**src/rtl/boot_loader.sv**
```systemverilog
// -----------------------------------------------------------------------------
// boot_loader
//
// Loads a program image into instruction memory before the core is released
// from reset. The loader receives a byte stream over a valid/ready handshake
// and packs it into little-endian 32-bit words. Each finished word is written
// through a dedicated instruction-memory write port. The core is held in reset
// until the last word has been written.
//
// Parameters
//   ADDR_W     word-address width of the instruction-memory write port
//   TIMEOUT    consecutive receive cycles without an accepted byte before the
//              load aborts (must be >= 2)
//
// Ports
//   CLK        system clock, rising edge
//   RST        asynchronous active-high reset
//   start      one-cycle load request; word_count is sampled with it
//   word_count number of 32-bit words to load (1 .. 2^ADDR_W-1)
//   rx_valid   rx_data carries a byte
//   rx_data    stream byte
//   rx_ready   loader accepts a byte this cycle (RECV only)
//   we         instruction-memory write enable (one cycle per word)
//   waddr      word write address (holds its last value outside WRITE)
//   wdata      write data (holds its last value outside WRITE)
//   core_rst   reset to the core; low only while running
//   busy       load in progress
//   done       program loaded, core running
//   err        load aborted (zero count or timeout)
// -----------------------------------------------------------------------------
module boot_loader #(
   parameter int ADDR_W  = 8,
   parameter int TIMEOUT = 1024
) (
   input  logic              CLK,
   input  logic              RST,
   input  logic              start,
   input  logic [ADDR_W-1:0] word_count,
   input  logic              rx_valid,
   input  logic [7:0]        rx_data,
   output logic              rx_ready,
   output logic              we,
   output logic [ADDR_W-1:0] waddr,
   output logic [31:0]       wdata,
   output logic              core_rst,
   output logic              busy,
   output logic              done,
   output logic              err
);

   // The timer only has to count up to TIMEOUT-1, so this width never wraps.
   localparam int                 TMR_W    = $clog2(TIMEOUT + 1);
   localparam logic [TMR_W-1:0]   TMR_LAST = TMR_W'(TIMEOUT - 1);
   localparam logic [TMR_W-1:0]   TMR_ONE  = TMR_W'(1);
   localparam logic [ADDR_W-1:0]  ADDR_ONE = ADDR_W'(1);

   typedef enum logic [2:0] {
      S_IDLE  = 3'd0,
      S_RECV  = 3'd1,
      S_WRITE = 3'd2,
      S_RUN   = 3'd3,
      S_ERR   = 3'd4
   } state_e;

   state_e            state_q, state_d;
   logic [ADDR_W-1:0] count_q, count_d;
   logic [ADDR_W-1:0] idx_q,   idx_d;
   logic [ADDR_W-1:0] waddr_q, waddr_d;
   logic [1:0]        byte_q,  byte_d;
   logic [23:0]       part_q,  part_d;   // bytes 0..2 of the word being built
   logic [31:0]       wdata_q, wdata_d;
   logic [TMR_W-1:0]  timer_q, timer_d;

   logic accept_s;
   logic start_ok_s;

   assign accept_s   = (state_q == S_RECV) && rx_valid;
   assign start_ok_s = start && (word_count != {ADDR_W{1'b0}});

   // Next-state and datapath update for the load sequencer.
   always_comb begin
      state_d = state_q;
      count_d = count_q;
      idx_d   = idx_q;
      waddr_d = waddr_q;
      byte_d  = byte_q;
      part_d  = part_q;
      wdata_d = wdata_q;
      timer_d = timer_q;

      case (state_q)
         S_IDLE, S_RUN, S_ERR: begin
            if (start_ok_s) begin
               state_d = S_RECV;
               count_d = word_count;
               idx_d   = {ADDR_W{1'b0}};
               byte_d  = 2'd0;
               timer_d = {TMR_W{1'b0}};
            end else if (start) begin
               // A zero word count can never produce a bootable image.
               state_d = S_ERR;
            end else begin
               state_d = state_q;
            end
         end

         S_RECV: begin
            // An accept always wins, even on the cycle the timer expires.
            if (accept_s) begin
               timer_d = {TMR_W{1'b0}};
               case (byte_q)
                  2'd0: begin
                     part_d[7:0] = rx_data;
                     byte_d      = 2'd1;
                  end
                  2'd1: begin
                     part_d[15:8] = rx_data;
                     byte_d       = 2'd2;
                  end
                  2'd2: begin
                     part_d[23:16] = rx_data;
                     byte_d        = 2'd3;
                  end
                  default: begin
                     // Fourth byte completes the word; present it to memory.
                     wdata_d = {rx_data, part_q};
                     waddr_d = idx_q;
                     byte_d  = 2'd0;
                     state_d = S_WRITE;
                  end
               endcase
            end else if (timer_q == TMR_LAST) begin
               state_d = S_ERR;
            end else begin
               timer_d = timer_q + TMR_ONE;
            end
         end

         S_WRITE: begin
            timer_d = {TMR_W{1'b0}};
            if (idx_q == (count_q - ADDR_ONE)) begin
               state_d = S_RUN;
            end else begin
               idx_d   = idx_q + ADDR_ONE;
               state_d = S_RECV;
            end
         end

         default: begin
            state_d = S_IDLE;
         end
      endcase
   end

   // Sequencer and datapath registers; reset discards any partial word.
   always_ff @(posedge CLK or posedge RST) begin
      if (RST) begin
         state_q <= S_IDLE;
         count_q <= {ADDR_W{1'b0}};
         idx_q   <= {ADDR_W{1'b0}};
         waddr_q <= {ADDR_W{1'b0}};
         byte_q  <= 2'd0;
         part_q  <= 24'd0;
         wdata_q <= 32'd0;
         timer_q <= {TMR_W{1'b0}};
      end else begin
         state_q <= state_d;
         count_q <= count_d;
         idx_q   <= idx_d;
         waddr_q <= waddr_d;
         byte_q  <= byte_d;
         part_q  <= part_d;
         wdata_q <= wdata_d;
         timer_q <= timer_d;
      end
   end

   // Control outputs are pure decodes of the state register.
   assign rx_ready = (state_q == S_RECV);
   assign we       = (state_q == S_WRITE);
   assign busy     = (state_q == S_RECV) || (state_q == S_WRITE);
   assign done     = (state_q == S_RUN);
   assign err      = (state_q == S_ERR);
   assign core_rst = (state_q != S_RUN);
   assign waddr    = waddr_q;
   assign wdata    = wdata_q;

endmodule

```
**config.mk**
```make
export PLATFORM = sky130hd
export DESIGN_NAME = boot_loader
export DESIGN_NICKNAME = d
export VERILOG_FILES = /design/src/rtl/boot_loader.sv
export SDC_FILE = /design/constraint.sdc
export NUM_CORES = 1
export LEC_CHECK = 0
export ABC_AREA = 1
export ABC_CLOCK_PERIOD_IN_PS = 8300
export BUFFER_PORTS_ARGS = -buffer_cell sky130_fd_sc_hd__buf_2
export CORE_MARGIN = 4
export CORE_UTILIZATION = 55
export CTS_CLUSTER_SIZE = 8
export DETAILED_ROUTE_END_ITERATION = 8
export GPL_ROUTABILITY_DRIVEN = 0
export PLACE_DENSITY = 0.77
export SYNTH_ARGS = -nofsm -noshare
export SYNTH_HDL_FRONTEND = slang
export SYNTH_SLANG_ARGS = --single-unit
```
**constraint.sdc**
```tcl
create_clock -name CLK -period 8.3 [get_ports CLK]
set_input_delay 0.415 -clock CLK [delete_from_list [all_inputs] [get_ports CLK]]
set_output_delay 0.415 -clock CLK [all_outputs]
set_load 0.01 [all_outputs]
```
==> run summary <==
Status - finished, final reports clean
Post-DP HPWL - 6600 um
Setup ws final - 6.04 ns
Maxcap violations - 0
Top cells by area, synth - dfrtp_1 52%, nand2_1 10%, mux2_4 7.2%
Total power - 1.40 mW
Die Area - 0.00985 mm^2
# setup viols final - 0
Min Tclk post-route - 2.26 ns
Synthesized flop and latch total - 96
CTS buffer count - 9
Worst slew pin tran - 0.736 ns
CP required - 8.55 ns
Clock tree buffer depth - 2
Skew final - 0.0133 ns
CP endpoint kind - register
Startpoint types - register
Most frequent cells in the layout - 125 x nand2_1, 96 x dfrtp_1, 65 x buf_2, 51 x inv_1, 50 x o21ai_0
M1 wire length - 4430 um
Hold slack final - 0.0984 ns
Hold Path Class - in2async
Vias in the first global route - 3,311
VDD IR max - 0.161 mV
Final-report max-slew violation count - 0
Total GRT Usage - 20.1%
Yosys warnings - 0
Mapped Cells - 493
Top cell type by total area after synthesis - dfrtp_1
WL met2 - 4370 um
Drt first pass iters - 4
Most common cell after layout, fill and taps aside - nand2_1
Power density cells - 272 mW/mm^2
Worst Path Arrival - 2.51 ns
Starting Density - 56.0%
WS Path Type - reg2reg
Critical path buffers and inverters - 4
Diode count - 0
Syn nets - 520
Clk slew on worst S/H paths - 0.10 ns
Slowest stage delay, CP - 0.57 ns
Delay-heaviest family, CP - simple AND/OR/NAND/NOR gates
Root buffer cell - clkbuf_8
Top layer used by detailed routing - met4
Period utilization - 27.3%
CTS resizes - 0
1st-iter DRT viols - 134
Cell at the slowest stage of the critical path - nor2_1
Met3 routed WL - 423 um
Slew margin rel. - 50.7%
Syn Area/Cell - 9.29 um^2
Syn Std Cell Area - 0.00458 mm^2
Fin util - 62.9%
H-tree depth - 3
Drt total wl - 9320 um
Layout cells sized above 1 - 22.6%
Post-DRT Antenna Nets - 0
Pin count of the biggest net entering global routing - 61
DRC viols - 0
Die extent in y - 99.2 um
CTS tree - done
# nets final - 585
Yosys cell types - 30
DR WL/cell - 14.0 um
Num ports - 66
Row count - 33
Clock Latency Late Sink - 0.36 ns
Register area share after synthesis - 52.5%
CP max FO - 11
Antenna violations before repair - 0
Post-CTS Setup Bufs - 0
Core area - 0.00818 mm^2
Final Hold Fails - 0
CP Cell Sequence - inv_1, nor2_1, inv_1, nor2_1, inv_2, nand2_4, nand2_2, nand2_1, nor2_1, inv_1, nand2_1, o21ai_0
Area share of the largest cell type after synthesis - 52.5%
Fmax - 442 MHz
Vias - 3,490
# hold bufs at CTS - 0
Port bufs - 65
Die width - 99.2 um
# clock sinks - 96
Setup total negative slack - 0 ns
Overflow after GRT - 0
Leak - 2.80 nW
Via density - 5.22
Layout area overhead - 12.3%
First-pass GRT wire length - 16,000 um
RSZ-0062 raised after global routing - false
Place WS - 6.06 ns
==> final timing paths <==
path | slack, ns | depth (start not counted) | startpoint | endpoint
max | 6.04 | 12 | state_q[1]$_DFFE_PP0P_ | timer_q[0]$_DFFE_PP0P_
min | 0.1 | 2 | RST | timer_q[7]$_DFFE_PP0P_
max reg2reg | 6.04 | 12 | state_q[1]$_DFFE_PP0P_ | timer_q[0]$_DFFE_PP0P_
min reg2reg | 0.49 | 2 | wdata[26]$_DFFE_PP0P_ | wdata[26]$_DFFE_PP0P_
max in group asynchronous | 7.05 | 3 | RST | wdata[4]$_DFFE_PP0P_
min in group CLK | 0.29 | 2 | word_count[6] | count_q[6]$_DFFE_PP0P_
==> Yosys cell counts, drive strengths merged <==
master  count
inv        55
nor3       11
o31ai       1
buf         9
dfrtp      96
nor2       41
nand4      13
clkinv      1
nand3      21
o21ai      55
nor3b       1
clkbuf      3
mux2       27
xnor2       4
or2         3
xor2        8
nand2     129
ha          7
a21oi       8
==> logic make-up after synthesis <==
logic type | after synthesis | synth area share, %
buffers and inverters | 68 | 6.53
AO/OA/AOI/OAI | 64 | 7.13
adder cells (fa/ha/maj) | 7 | 1.91
flip-flops | 96 | 52.5
AND/OR/NAND/NOR | 219 | 21.2
XOR/XNOR | 12 | 2.30
multiplexers | 27 | 8.44
==> cell type report <==
| cell class | count | area [um^2] |
|---|---|---|
| clock inverters | 7 | 62.6 |
| multi-input cells | 329 | 1880 |
| repair buffers | 66 | 333 |
| flip-flops and latches | 96 | 2400 |
| inverters | 56 | 213 |
| clock buffers | 9 | 124 |
| well taps | 105 | 131 |
| fillers | 706 | 3030 |
==> stage by stage <==
step,instance area (um^2),std cells
after detailed placement,4960,652
after floorplan,4580,493
after CTS,5140,668
after global placement,4960,652
final,5140,668
after global routing,5140,668
==> state kept, by name (all words and copies together) (netlist names) <==
register  count
count_q       8
wdata        32
state_q       3
part_q       24
byte_q        2
timer_q      11
idx_q         8
waddr         8
==> worst reg2reg max path: cells and delay by family (launching register included) <==
kind / cells / cell delay [ns]
flip-flops: 1 / 0.44
AO/OA/AOI/OAI: 1 / 0.08
buffers and inverters: 4 / 0.47
AND/OR/NAND/NOR: 7 / 1.16
==> report_power, final <==
part           switching (mW)  internal [mW]  leakage, nW
registers              0.0803          0.590         1.28
logic                   0.267          0.169         1.42
clock network           0.178          0.116       0.0980
==> per-layer routing <==
layer / global-route usage [%] / vias to the layer above
li1: - / 1718
met1: 28.4 / 1682
met2: 32.3 / 78
met3: 3.72 / 12
met4: 5.04 / 0
met5: 0 / -
Power figures use the tool's default switching activity.
